--- config.mk ---
export PLATFORM = sky130hd
export DESIGN_NAME = sipo_deserializer
export DESIGN_NICKNAME = d
export VERILOG_FILES = /design/src/rtl/shift_reg_pkg.sv /design/src/rtl/sipo_deserializer.sv
export SDC_FILE = /design/constraint.sdc
export NUM_CORES = 1
export LEC_CHECK = 0
export ABC_AREA = 0
export CAP_MARGIN = 5
export CORE_MARGIN = 2
export CORE_UTILIZATION = 52
export DETAILED_ROUTE_END_ITERATION = 10
export PLACE_DENSITY = 0.78
export SYNTH_ARGS = -nofsm -noshare
export SYNTH_HDL_FRONTEND = slang
export SYNTH_SLANG_ARGS = --single-unit
--- constraint.sdc ---
create_clock -name clk -period 2.42 [get_ports clk]
set_clock_uncertainty 0.15 [all_clocks]
set_input_delay 0.726 -clock clk [delete_from_list [all_inputs] [get_ports clk]]
set_output_delay 0.726 -clock clk [all_outputs]
set_load 0.01 [all_outputs]
--- src/rtl/shift_reg_pkg.sv ---
`default_nettype none
// ============================================================================
// Module      : shift_reg_pkg
// Description : Shared types and opcodes for the shift-register family
//               (parallel-load transmitter, serial-to-parallel receiver).
// Revision    : 1.0 - initial release
// ============================================================================
package shift_reg_pkg;

    // Order in which bits travel on the serial wire.
    typedef enum logic {
        LSB_FIRST = 1'b0,
        MSB_FIRST = 1'b1
    } bit_order_e;

    // Per-cycle operation applied to a shift register of the family.
    //   HOLD  : keep contents
    //   SHIFT : move one serial bit in
    //   LOAD  : begin a new word (the bit enters a cleared register)
    //   CLEAR : zero the register
    localparam logic [1:0] c_OP_HOLD  = 2'd0;
    localparam logic [1:0] c_OP_SHIFT = 2'd1;
    localparam logic [1:0] c_OP_LOAD  = 2'd2;
    localparam logic [1:0] c_OP_CLEAR = 2'd3;

endpackage : shift_reg_pkg
`default_nettype wire

--- src/rtl/sipo_deserializer.sv ---
`default_nettype none
// ============================================================================
// Module      : sipo_deserializer
// Description : Collects a 1-bit serial stream into N-bit words and offers
//               each completed word on a valid/ready parallel port. Supports
//               MSB/LSB-first order, resync via ser_first, sticky overrun and
//               framing-error flags.
// Revision    : 1.0 - initial release
// ============================================================================
module sipo_deserializer
    import shift_reg_pkg::*;
#(
    parameter int N = 8
) (
    input  logic                 clk,
    input  logic                 rst_n,
    input  logic                 clear,
    input  logic                 msb_first,
    input  logic                 ser_valid,
    input  logic                 ser_data,
    input  logic                 ser_first,
    output logic [N-1:0]         par_data,
    output logic                 par_valid,
    input  logic                 par_ready,
    output logic [$clog2(N)-1:0] bit_cnt,
    output logic                 overrun,
    output logic                 frame_err
);

    localparam int c_CW = $clog2(N);

    // A one-bit word cannot be deserialised; stop elaboration.
    if (N < 2) begin : g_bad_width
        $fatal(1, "sipo_deserializer: N must be >= 2");
    end

    logic [N-1:0]    r_asm;
    logic [N-1:0]    r_par_data;
    logic            r_par_valid;
    logic [c_CW-1:0] r_bit_cnt;
    logic            r_overrun;
    logic            r_frame_err;
    bit_order_e      r_order;

    logic            w_start;
    logic            w_last;
    logic            w_consume;
    logic            w_resync_err;
    bit_order_e      w_order;
    logic [1:0]      w_op;
    logic [N-1:0]    w_base;
    logic [N-1:0]    w_shifted;

    // A bit starts a new word either at a word boundary or when ser_first
    // forces resynchronisation; that is also where the bit order is latched.
    assign w_start      = ser_valid && (ser_first || (r_bit_cnt == '0));
    assign w_resync_err = ser_valid && ser_first && (r_bit_cnt != '0);
    // ser_first always makes the current bit bit 0, so it can never complete.
    assign w_last       = ser_valid && !ser_first && (r_bit_cnt == c_CW'(N - 1));
    assign w_consume    = r_par_valid && par_ready;
    assign w_order      = w_start ? bit_order_e'(msb_first) : r_order;

    // Select the assembly-register operation for this cycle.
    always_comb begin
        w_op = c_OP_HOLD;
        if (clear) begin
            w_op = c_OP_CLEAR;
        end else if (w_start) begin
            w_op = c_OP_LOAD;
        end else if (ser_valid) begin
            w_op = c_OP_SHIFT;
        end
    end

    // Starting from a cleared base discards any partial word on resync.
    assign w_base    = (w_op == c_OP_LOAD) ? '0 : r_asm;
    assign w_shifted = (w_order == MSB_FIRST) ? {w_base[N-2:0], ser_data}
                                              : {ser_data, w_base[N-1:1]};

    // Assembly shift register, bit counter and bit-order lock.
    always_ff @(posedge clk or negedge rst_n) begin
        if (!rst_n) begin
            r_asm     <= '0;
            r_bit_cnt <= '0;
            r_order   <= LSB_FIRST;
        end else begin
            case (w_op)
                c_OP_CLEAR: begin
                    r_asm     <= '0;
                    r_bit_cnt <= '0;
                    r_order   <= LSB_FIRST;
                end
                c_OP_LOAD: begin
                    r_asm     <= w_shifted;
                    r_bit_cnt <= c_CW'(1);
                    r_order   <= w_order;
                end
                c_OP_SHIFT: begin
                    r_asm     <= w_shifted;
                    r_bit_cnt <= w_last ? '0 : r_bit_cnt + c_CW'(1);
                end
                default: begin
                    r_asm     <= r_asm;
                end
            endcase
        end
    end

    // Holding register with valid/ready handshake and sticky error flags.
    always_ff @(posedge clk or negedge rst_n) begin
        if (!rst_n) begin
            r_par_data  <= '0;
            r_par_valid <= 1'b0;
            r_overrun   <= 1'b0;
            r_frame_err <= 1'b0;
        end else if (clear) begin
            r_par_data  <= '0;
            r_par_valid <= 1'b0;
            r_overrun   <= 1'b0;
            r_frame_err <= 1'b0;
        end else begin
            if (w_resync_err) begin
                r_frame_err <= 1'b1;
            end
            if (w_last) begin
                // Holding slot free now (or freed by this handshake): take word.
                if (!r_par_valid || par_ready) begin
                    r_par_data  <= w_shifted;
                    r_par_valid <= 1'b1;
                end else begin
                    r_overrun   <= 1'b1;
                end
            end else if (w_consume) begin
                r_par_valid <= 1'b0;
            end
        end
    end

    assign par_data  = r_par_data;
    assign par_valid = r_par_valid;
    assign bit_cnt   = r_bit_cnt;
    assign overrun   = r_overrun;
    assign frame_err = r_frame_err;

endmodule : sipo_deserializer
`default_nettype wire

# Yosys cells after proc, flatten, opt, wreduce, memory -nomap -nowiden
# Cells that the tools add are included.
# word_totals
register_bits,23
elab_cells,59
# classes
n_addsub,1
n_eq_ne,6
muxes,22
n_reduce_logical,23
# op_table
op,count
$mux W8,5
$pmux W8 S2,1
$mux W1,11
$reduce_bool A2 Y1,5
$pmux W3 S3,1
$reduce_bool A3 Y1,3
$logic_and A1 B1 Y1,6
$reduce_and A2 Y1,3
$eq A2 B2 Y1 const B,2
$mux W2,2
$add A3 B1 Y3 const B,1
$eq A3 B3 Y1 const B,1
$logic_not A3 Y1,1
$mux W3,1
$ne A3 B2 Y1 const B,1
$eq A2 B1 Y1 const B,1
$logic_not A1 Y1,2
$logic_or A1 B1 Y1,2
$ne A2 B2 Y1 const B,1
$pmux W1 S2,1
$reduce_or A2 Y1,1

# Longest topological paths before layout
# Gate-level depths: netlist of run 1.
# logic_depth
ltp_word,11
mapped_depth,8
ltp_nobuf,6

# Worst setup path after synthesis of run 1
# No wires, ideal clock.
# synth_timing
path_type,input to register
start,in ser_first
end,"reg r_par_data[6], in the netlist par_data[6]"
setup_ps,128
arrival_time_ps,1687
t_required_ps,2142
path_slack_ps,456
path_stages,7
path_buffers,3
path_cell_list,buf_2 > inv_1 > a31oi_4 > and2_1 > buf_6 > buf_6 > o211ai_2
# synth_via
elab_chain_cells,10
word_cells_on_any_way,16
cone_classes,eq/ne: 1; mux: 8; reduce/logical: 7
# synth_lines
element,line,text
start: declaration,sipo_deserializer.sv:21,"input logic ser_first,"
$logic_or A1 B1 Y1,sipo_deserializer.sv:56,assign w_start = ser_valid && (ser_first || (r_bit_cnt == '0));
$logic_and A1 B1 Y1,sipo_deserializer.sv:56,
$mux W2,sipo_deserializer.sv:68,end else if (w_start) begin
$mux W2,sipo_deserializer.sv:66,if (clear) begin
$eq A2 B2 Y1,sipo_deserializer.sv:76,assign w_base = (w_op == c_OP_LOAD) ? '0 : r_asm;
$mux W8,sipo_deserializer.sv:76,
$mux W8,sipo_deserializer.sv:77,"assign w_shifted = (w_order == MSB_FIRST) ? {w_base[N-2:0], ser_data}"
$mux W8,sipo_deserializer.sv:127,if (!r_par_valid || par_ready) begin
$mux W8,sipo_deserializer.sv:125,if (w_last) begin
$mux W8,sipo_deserializer.sv:116,end else if (clear) begin
end signal: assignment,sipo_deserializer.sv:128,r_par_data <= w_shifted;
end: declaration,sipo_deserializer.sv:38,logic [N-1:0] r_par_data;
# Several ways; a longest one is shown, not always the timed one. The select of a mux whose other input is x is not followed.
# A chain may end at the register's enable or synchronous reset.

# Final worst setup path of run 1
# layout_timing
start,"reg r_bit_cnt[0], in the netlist bit_cnt[0]"
end,out bit_cnt[0]
# layout_rtl
element,line,text
start: declaration,sipo_deserializer.sv:40,logic [c_CW-1:0] r_bit_cnt;
start signal: assignment,sipo_deserializer.sv:95,r_bit_cnt <= c_CW'(1);
start signal: assignment,sipo_deserializer.sv:100,r_bit_cnt <= w_last ? '0 : r_bit_cnt + c_CW'(1);
end: declaration,sipo_deserializer.sv:25,"output logic [$clog2(N)-1:0] bit_cnt,"
# No word-level cell between the ends.

==> summary.md, run 1 <==
| Metric | Value |
|---|---|
| Power density over the cells | 422 nW/um2 |
| CTS tree | yes |
| Crit end category | output pin |
| Unrepaired setup endpoints after global routing | no |
| Synth cell count leaders | nand2_1 (29), dfrtp_1 (23), nand4_1 (14) |
| Worst R2R Start | bit_cnt[0] |
| # IOs | 22 |
| Synth top area share | 43.8% |
| FP Rows | 18 |
| Worst Path Max Fanout | 5 |
| Largest net degree at the start of global routing | 24 |
| Critical Path Source | bit_cnt[0] |
| Yosys top cell by area | dfrtp_1 |
| Die width | 54.3 um |
| Syn_area_per_cell | 9.73 um2 |
| Worst Hold Path Cells | 2 |
| Root buffer cell | clkbuf_4 |
| Initial DRC Count | 27 |
| Status | finished clean |
| Critical path class | reg2out |
| Hold Violations, Final | 0 |
| Startpoint Class | register |
| Post-synth EDFFs | 0 |
| Max H-tree Level | 1 |
| Ys async rst share | 100% |
| Clock Tree Buf Depth | 2 |
| Slew at the pin closest to its max-slew limit | 0.368 ns |
| Vias per cell | 5.80 |
| Top FF cell, synth | dfrtp_1 |
| Crit path cell chain | clkdlybuf4s50_1 |
| HP Start | par_data[6] |
| DIE AREA | 2940 um2 |
| Slew margin rel. | 75.4% |
| Syn nets | 146 |
| Starting Density | 54.0% |
| # hold bufs at CTS | 0 |
| Post-CTS sizing | 0 |
| Crit path buf inv count | 1 |
| First-pass GRT wire length | 4800 um |
| Clock transition at path regs | 0.14 ns |
| Number of synthesis warnings | 0 |
| Switching part of the total power | 27.6% |
| Yosys cell types | 29 |
| Synth-to-layout area growth | 24.6% |
| Nets | 176 |
| Leak | 0.687 nW |
| GRT Residual Overflow | 0 |
| # setup viols final | 0 |
| Peak supply drop | 285 uV |
| Clk network pwr share | 27.3% |
| WP data required | 1.54 ns |
| Worst-skew pair later-pin latency | 0.32 ns |
| Worst path top cell family by delay | buffers and inverters |
| Worst min path class | reg2reg |
| Post-CTS Setup Repair Bufs | 0 |
| Vias | 1,125 |
| Cell Area, Synth | 1310 um2 |
| Crit path DAT | 1.31 ns |
| Synth area leaders | dfrtp_1 (44%), o211ai_2 (9.5%), nand2_1 (8.3%) |
| Fin crit share | 90.5% |
| Placer Congestion | 0.781 |
| CP max stage cell | clkdlybuf4s50_1 |
| Core area | 2430 um2 |
| Pwr Total | 0.000691 W |
| Initial DRT Pass Iterations | 4 |
| Synth Register Bits | 23 |
| Worst Reg-to-Reg Cells | 7 |
| Post-route DRC | 0 |
| Final ANT Viol Nets | 0 |
| FMAX | 457 MHz |
| Minimum clock period | 2.19 ns |
| Sequential area share after synthesis | 43.8% |
| Buffers on Ports | 21 |
| Final WL | 2920 um |
| Most common cell in the synthesized netlist | nand2_1 |
| Routed length per instance | 15.0 um |
| Max-cap viol count | 0 |
| Dpl hpwl | 2200 um |
| GRT Util Overall | 23.0% |
| Clock Sinks | 23 |
| Sum of negative setup slack | 0 ns |
| Combinational Power Share | 15.3% |
| Stages on worst setup path | 1 |
| Initial antenna violation count | 0 |
| Antenna cells | 0 |
| Mapped Cells | 135 |
| Reg power frac | 57.4% |
| CTS Buf Count | 3 |
| Psw | 0.000191 W |
| Die Y | 54.3 um |
| Share of layout cells above drive strength 1 | 18.9% |
| Pint | 0.000501 W |
| Critical path's largest stage delay | 0.56 ns |
| Vias in the first global route | 1,081 |
| Slew Limit Fails | 0 |
stage by stage:
step / std cells / setup WS, ns / util, % / area [um2] / hold WS [ns]
after floorplan: 135 / 0.456 / - / 1310 / 0.280
after global placement: 190 / 0.0505 / 66.2 / 1610 / 0.323
after detailed placement: 190 / -0.00444 / 66.2 / 1610 / 0.322
after CTS: 194 / 0.228 / 67.3 / 1640 / 0.355
after global routing: 194 / 0.163 / 67.3 / 1640 / 0.395
final: 194 / 0.231 / 67.3 / 1640 / 0.353
worst paths after layout:
check                              endpoint  slack [ns]
worst max-delay path             bit_cnt[0]        0.23
worst min-delay path            par_data[6]        0.35
worst max register to register  par_data[7]        0.55
worst min register to register  par_data[6]        0.35
max in group asynchronous          r_asm[5]        1.28
min in group asynchronous       par_data[7]        0.60
kinds of logic (layout without fill, tap and decap cells):
family | after synthesis | after routing | share of synthesized area [%]
flip-flops | 23 | 23 | 43.8
adder cells (fa/ha/maj) | 3 | 3 | 2.86
AND/OR/NAND/NOR | 70 | 70 | 27.9
AO/OA/AOI/OAI | 26 | 26 | 19.6
buffers and inverters | 13 | 42 | 5.81
cell type report:
| cell class | count | area (um2) |
|---|---|---|
| repair buffers | 34 | 320 |
| well taps | 30 | 37.5 |
| inverters | 4 | 15.0 |
| clock buffers | 4 | 26.3 |
| multi-input cells | 99 | 662 |
| fillers | 211 | 796 |
| flip-flops and latches | 23 | 576 |
metal layers:
metal | global-route usage [%] | routed length [um]
met3 | 3.55 | 129
met2 | 40.2 | 1510
met1 | 28.5 | 1230
met4 | 8.75 | 48
met5 | 0 | 0
flip-flops by register name (all words and copies together), names as in the netlist:
register,cells
bit_cnt,3
frame_err,1
overrun,1
par_data,8
par_valid,1
r_asm,8
r_order,1
placed cells by master (no fill, tap or decap):
master,Yosys,final
nand2_1,29,29
dfrtp_1,23,23
clkdlybuf4s50_1,0,21
nand4_1,14,14
buf_4,0,12
o211ai_2,10,10
nor2_1,8,8
nand2b_1,6,6
o211ai_1,5,5
inv_1,4,4
a21oi_1,4,4
nand3_1,3,3
ha_1,3,3
clkbuf_4,0,3
nor2b_1,2,2
o21ai_0,2,2
and2b_4,1,1
o211ai_4,1,1
a31oi_4,1,1
and2_1,1,1
nor3_2,1,1
nand3b_1,1,1
and3_1,1,1
a22oi_1,1,1
nor4_4,1,1
and3b_1,1,1
nor3_1,1,1
a31oi_1,1,1
o32ai_1,1,1
clkbuf_1,2,1
buf_12,0,1
power groups by stage:
stage | sequential, W | clock, W | combinational, W
after CTS | 0.000397 | 0.000187 | 0.000106
after floorplan | 0.000404 | 0 | 0.0000583
after global routing | 0.000399 | 0.000212 | 0.000114
after detailed placement | 0.000404 | 0 | 0.000106
after global placement | 0.000404 | 0 | 0.000104
final | 0.000397 | 0.000189 | 0.000106
(Power assumes the default switching activity.)
==> run 2: changes to the inputs <==
--- a/config.mk
+++ b/config.mk
@@ -7,8 +7,9 @@
 export LEC_CHECK = 0
 export ABC_AREA = 0
 export CAP_MARGIN = 5
-export CORE_MARGIN = 2
+export CORE_MARGIN = 5
 export CORE_UTILIZATION = 52
+export CTS_CLUSTER_SIZE = 10
 export DETAILED_ROUTE_END_ITERATION = 10
 export PLACE_DENSITY = 0.78
 export SYNTH_ARGS = -nofsm -noshare
==> run 2 against run 1 <==
Net effect: flip-flop and latch count did not move; die area rose by 23%; register-to-register slack got worse by 0.05 ns; clock power fell by 4%; first-iteration DRC count rose by 11%; critical path type unchanged; critical endpoint unchanged; largest cell class unchanged; highest routed layer unchanged.
==> summary.md, run 2 (synthesis gave the netlist of run 1 again) <==
| Metric | Value |
|---|---|
| Startpoint Class | register (unchanged) |
| Clock Tree Buf Depth | 2 (unchanged) |
| Root buffer cell | clkbuf_4 (unchanged) |
| Vias in the first global route | 1,008 (was 1,081) |
| Clock Sinks | 23 (unchanged) |
| Commonest non-fill, non-tap cells in the layout | nand2_1 (29), dfrtp_1 (23), clkdlybuf4s50_1 (21) (unchanged) |
| Die width | 60.3 um (was 54.3 um) |
| Worst-skew pair later-pin latency | 0.31 ns (was 0.32 ns) |
| Pre-CTS WS | -0.0452 ns (was -0.00444 ns) |
| Vias | 1,100 (was 1,125) |
| Hold Violations, Final | 0 (unchanged) |
| Leak | 0.681 nW (was 0.687 nW) |
| Critical path's largest stage delay | 0.56 ns (about the same) |
| Crit end category | output pin (unchanged) |
| Post-CTS sizing | 0 (unchanged) |
| Layout Cells excl Fill | 193 (was 194) |
| Critical path class | reg2out (unchanged) |
| DIE AREA | 3630 um2 (was 2940 um2) |
| Worst min path class | reg2reg (unchanged) |
| Crit path cell chain | clkdlybuf4s50_1 (unchanged) |
| Slew Limit Fails | 0 (unchanged) |
| Initial antenna violation count | 0 (unchanged) |
| Placer Congestion | 0.836 (was 0.781) |
| Synth-to-layout area growth | 24.0% (was 24.6%) |
| # setup viols final | 0 (unchanged) |
| Post-route DRC | 0 (unchanged) |
| Final ANT Viol Nets | 0 (unchanged) |
| CP max stage cell | clkdlybuf4s50_1 (unchanged) |
| Core area | 2450 um2 (was 2430 um2) |
| Buffers on Ports | 21 (unchanged) |
| Critical Path Source | bit_cnt[0] (unchanged) |
| Power density over the cells | 420 nW/um2 (was 422 nW/um2) |
| Share of layout cells above drive strength 1 | 18.4% (was 18.9%) |
| Unrepaired setup endpoints after global routing | no (unchanged) |
| Routed length per instance | 14.7 um (was 15.0 um) |
| CTS Buf Count | 3 (unchanged) |
| Worst R2R Start | bit_cnt[0] (unchanged) |
| Setup slack after layout | 0.238 ns (was 0.231 ns) |
| Max H-tree Level | 1 (unchanged) |
| Max-cap viol count | 0 (unchanged) |
| Fill cell total of the finished layout | 192 (was 211) |
| WP data required | 1.54 ns (about the same) |
| Antenna cells | 0 (unchanged) |
| # hold bufs at CTS | 0 (unchanged) |
| Final design utilization | 66.4% (was 67.3%) |
| CTS tree | yes (unchanged) |
| Commonest non-fill, non-tap cell in the layout | nand2_1 (unchanged) |
| # IOs | 22 (unchanged) |
| Slew at the pin closest to its max-slew limit | 0.372 ns (was 0.368 ns) |
| Die Y | 60.3 um (was 54.3 um) |
| Fin crit share | 90.2% (was 90.5%) |
| Status | finished clean (unchanged) |
| Minimum clock period | 2.18 ns (was 2.19 ns) |
| Nets | 175 (was 176) |
| DP Cell Count | 189 (was 190) |
| Worst Path Max Fanout | 5 (unchanged) |
| Initial DRT Pass Iterations | 4 (unchanged) |
| Starting Density | 53.5% (was 54.0%) |
| Pwr Total | 0.000684 W (was 0.000691 W) |
| FP Rows | 18 (unchanged) |
| Sum of negative setup slack | 0 ns (unchanged) |
| Clock transition at path regs | 0.13 ns (was 0.14 ns) |
| Worst path top cell family by delay | buffers and inverters (unchanged) |
| Dpl hpwl | 2100 um (was 2200 um) |
| HP Start | par_data[6] (unchanged) |
| GRT Util Overall | 17.2% (was 23.0%) |
| Initial DRC Count | 30 (was 27) |
| Crit path buf inv count | 1 (unchanged) |
| Slew margin rel. | 75.2% (was 75.4%) |
| First-pass GRT wire length | 4640 um (was 4800 um) |
| FMAX | 458 MHz (was 457 MHz) |
| Largest net degree at the start of global routing | 24 (unchanged) |
| Peak supply drop | 319 uV (was 285 uV) |
| Crit path DAT | 1.31 ns (about the same) |
| Vias per cell | 5.70 (was 5.80) |
| Final WL | 2840 um (was 2920 um) |
| Post-CTS Setup Repair Bufs | 0 (unchanged) |
| GRT Residual Overflow | 0 (unchanged) |
[run 2: changes by cell type in the layout (fill, tap and decap cells not counted)]
cell,change
buf_4,-1
[run 2: per-stage QoR]
stage,cell area [um2],hold WS (ns)
finish,1630,0.354
global route,1630,0.383
CTS,1630,0.360
detailed placement,1600,0.327
global placement,1600,0.326
floorplan,1310,0.280
[run 2: where the power goes]
group | internal [W] | switching [W]
sequential | 0.000391 | 0.00000613
clock | 0.0000645 | 0.000117
combinational | 0.0000451 | 0.0000603
total | 0.000500 | 0.000183
[run 2: final cells by class]
type | count | area, um2 | share of cell area [%]
Multi-Input combinational cell | 99 | 662 | 40.6
Sequential cell | 23 | 576 | 35.3
Timing Repair Buffer | 33 | 313 | 19.2
Tap cell | 30 | 37.5 | 2.30
Clock buffer | 4 | 26.3 | 1.61
Inverter | 4 | 15.0 | 0.922
[run 2: final timing paths]
path                               end  slack, ns  cells past startpoint
max                         bit_cnt[0]       0.24                      1
min reg2reg                par_data[6]       0.35                      2
max in group asynchronous     r_asm[4]       1.29                      2
max reg2reg                par_data[3]       0.50                      7
min                        par_data[6]       0.35                      2
min in group asynchronous    par_valid       0.59                      2
[run 2: layer usage]
metal | wire, um | track usage [%] | vias up | part of all wire, %
met4 | 33 | 6.33 | 0 | 1.2
met3 | 105 | 4.32 | 4 | 3.7
met5 | 0 | 0 | - | 0
li1 | - | - | 543 | -
met1 | 1290 | 21.2 | 535 | 45
met2 | 1410 | 28.7 | 18 | 50
==> run 3: changes to the inputs <==
--- a/config.mk
+++ b/config.mk
@@ -5,10 +5,10 @@
 export SDC_FILE = /design/constraint.sdc
 export NUM_CORES = 1
 export LEC_CHECK = 0
-export ABC_AREA = 0
+export ABC_AREA = 1
 export CAP_MARGIN = 5
 export CORE_MARGIN = 5
-export CORE_UTILIZATION = 52
+export CORE_UTILIZATION = 51
 export CTS_CLUSTER_SIZE = 10
 export DETAILED_ROUTE_END_ITERATION = 10
 export PLACE_DENSITY = 0.78
==> run 3 against run 2 <==
Net effect: register-to-register slack better by 0.19 ns; sequential share of layout area up 2.7 points; synthesized area down 6.6%; die area down 4.0%; setup slack better by 0.044 ns; largest cell class unchanged; final area down 7.1%; global-route usage down 1.0 points; routed wire length down 9.8%; synthesized cell count up 4.4%; via count down 6.3%; count of clock-buffer cells in the layout down 1; total power up 9.6%.
==> summary.md, run 3 <==
| Metric | Value |
|---|---|
| Status | finished clean (unchanged) |
| Final ANT Viol Nets | 0 (unchanged) |
| Peak supply drop | 395 uV (was 319 uV) |
| Die Y | 59.1 um (was 60.3 um) |
| Ys async rst share | 100% (unchanged) |
| Dpl hpwl | 1960 um (was 2100 um) |
| FMAX | 468 MHz (was 458 MHz) |
| Largest net degree at the start of global routing | 24 (unchanged) |
| Post-CTS sizing | 0 (unchanged) |
| Leak | 0.782 nW (was 0.681 nW) |
| DP Cell Count | 192 (was 189) |
| Max H-tree Level | 1 (unchanged) |
| Pwr Total | 0.000749 W (was 0.000684 W) |
| Routed length per instance | 13.1 um (was 14.7 um) |
| Number of synthesis warnings | 0 (unchanged) |
| Post-synth EDFFs | 0 (unchanged) |
| Top FF cell, synth | dfrtp_1 (unchanged) |
| FP Rows | 17 (was 18) |
| Initial antenna violation count | 0 (unchanged) |
| Slew at the pin closest to its max-slew limit | 0.331 ns (was 0.372 ns) |
| CTS tree | yes (unchanged) |
| Post-CTS Setup Repair Bufs | 0 (unchanged) |
| Worst Path Max Fanout | 3 (was 5) |
| Yosys cell types | 24 (was 29) |
| Final WL | 2570 um (was 2840 um) |
| Syn nets | 152 (was 146) |
| Post-route DRC | 0 (unchanged) |
| Worst-skew pair later-pin latency | 0.32 ns (was 0.31 ns) |
| Crit end category | output pin (unchanged) |
| Syn_area_per_cell | 8.71 um2 (was 9.73 um2) |
| Worst path top cell family by delay | buffers and inverters (unchanged) |
| WP data required | 1.54 ns (about the same) |
| Initial DRC Count | 64 (was 30) |
| Share of layout cells above drive strength 1 | 18.5% (was 18.4%) |
| Clock transition at path regs | 0.13 ns (about the same) |
| Synth-to-layout area growth | 23.3% (was 24.0%) |
| Synth top area share | 46.9% (was 43.8%) |
| # setup viols final | 0 (unchanged) |
| Synth Register Bits | 23 (unchanged) |
| Crit path DAT | 1.26 ns (was 1.31 ns) |
| Mapped Cells | 141 (was 135) |
| Fill cell total of the finished layout | 201 (was 192) |
| Nets | 180 (was 175) |
| Clock Tree Buf Depth | 2 (unchanged) |
| Buffers on Ports | 21 (unchanged) |
| Crit path buf inv count | 1 (unchanged) |
| Slew margin rel. | 77.9% (was 75.2%) |
| CTS Buf Count | 3 (unchanged) |
| # IOs | 22 (unchanged) |
| Root buffer cell | clkbuf_4 (unchanged) |
| Layout Cells excl Fill | 196 (was 193) |
| GRT Residual Overflow | 0 (unchanged) |
| Fin crit share | 88.3% (was 90.2%) |
| Power density over the cells | 495 nW/um2 (was 420 nW/um2) |
| Sum of negative setup slack | 0 ns (unchanged) |
| Vias in the first global route | 994 (was 1,008) |
| Slew Limit Fails | 0 (unchanged) |
| Minimum clock period | 2.14 ns (was 2.18 ns) |
| Antenna cells | 0 (unchanged) |
| GRT Util Overall | 16.1% (was 17.2%) |
| Core area | 2250 um2 (was 2450 um2) |
| Yosys top cell by area | dfrtp_1 (unchanged) |
| Synth cell count leaders | nand2_1 (44), nand3_1 (27), dfrtp_1 (23) (was nand2_1 (29), dfrtp_1 (23), nand4_1 (14)) |
| Worst min path class | reg2reg (unchanged) |
| Max-cap viol count | 0 (unchanged) |
| Initial DRT Pass Iterations | 4 (unchanged) |
| Most common cell in the synthesized netlist | nand2_1 (unchanged) |
| Vias per cell | 5.26 (was 5.70) |
| Startpoint Class | register (unchanged) |
| Synth area leaders | dfrtp_1 (47%), nand2_1 (13%), nand3_1 (11%) (was dfrtp_1 (44%), o211ai_2 (9.5%), nand2_1 (8.3%)) |
| Starting Density | 54.4% (was 53.5%) |
| Commonest non-fill, non-tap cell in the layout | nand2_1 (unchanged) |
| # hold bufs at CTS | 0 (unchanged) |
| DIE AREA | 3490 um2 (was 3630 um2) |
| Placer Congestion | 0.817 (was 0.836) |
| Critical path's largest stage delay | 0.55 ns (was 0.56 ns) |
| CP max stage cell | clkdlybuf4s50_1 (unchanged) |
| Crit path cell chain | clkdlybuf4s50_1 (unchanged) |
| Critical path class | reg2out (unchanged) |
| Clock Sinks | 23 (unchanged) |
| Hold Violations, Final | 0 (unchanged) |
| Unrepaired setup endpoints after global routing | no (unchanged) |
| R2r setup slk | 0.69 ns (was 0.50 ns) |
| Die width | 59.1 um (was 60.3 um) |
| Sequential area share after synthesis | 46.9% (was 43.8%) |
| First-pass GRT wire length | 4310 um (was 4640 um) |
| Commonest non-fill, non-tap cells in the layout | nand2_1 (44), nand3_1 (27), dfrtp_1 (23) (was nand2_1 (29), dfrtp_1 (23), clkdlybuf4s50_1 (21)) |
| Vias | 1,031 (was 1,100) |
| Cell Area, Synth | 1230 um2 (was 1310 um2) |
[run 3: worst paths after layout]
check | startpoint | endpoint | cells past startpoint
min in group asynchronous | rst_n | overrun | 2
max | bit_cnt[2] | bit_cnt[2] | 1
max reg2reg | bit_cnt[0] | par_data[6] | 9
min | par_data[6] | par_data[6] | 2
min reg2reg | par_data[6] | par_data[6] | 2
max in group asynchronous | rst_n | bit_cnt[2] | 2
[run 3: kinds of logic after synthesis]
group	after synthesis	synth area share, %
fa+ha+maj	3	3.06
simple gates	93	40.6
compound gates	7	3.67
buf+inv	15	5.81
flops	23	46.9
[run 3: through the flow]
stage / hold WS (ns) / util [%] / cell area [um2] / setup WS, ns
after CTS: 0.350 / 67.1 / 1510 / 0.275
after detailed placement: 0.317 / 65.9 / 1490 / 0.120
after global placement: 0.312 / 65.9 / 1490 / 0.170
after global routing: 0.371 / 67.1 / 1510 / 0.228
after floorplan: 0.280 / - / 1230 / 0.722
final: 0.347 / 67.1 / 1510 / 0.282
[run 3: power by group]
part	internal, W	leakage (nW)	switching, W
Clock	0.0000619	0.0177	0.000122
Sequential	0.000400	0.315	0.00000906
Combinational	0.0000571	0.449	0.0000999
[run 3: area by class of cell]
type,instances,area (um2),share of cell area (%)
Multi-Input combinational cell,103,581,38.3
Sequential cell,23,576,38.0
Timing Repair Buffer,26,248,16.4
Inverter,12,47.5,3.14
Tap cell,28,35.0,2.31
Clock buffer,3,22.5,1.49
Clock inverter,1,5.00,0.331
[run 3: metal layers]
layer / track usage, % / vias to the layer above / wire length (um)
li1: - / 509 / -
met2: 25.6 / 48 / 1150
met1: 20.7 / 467 / 1160
met5: 0 / - / 0
met4: 8.74 / 0 / 66
met3: 3.05 / 7 / 189
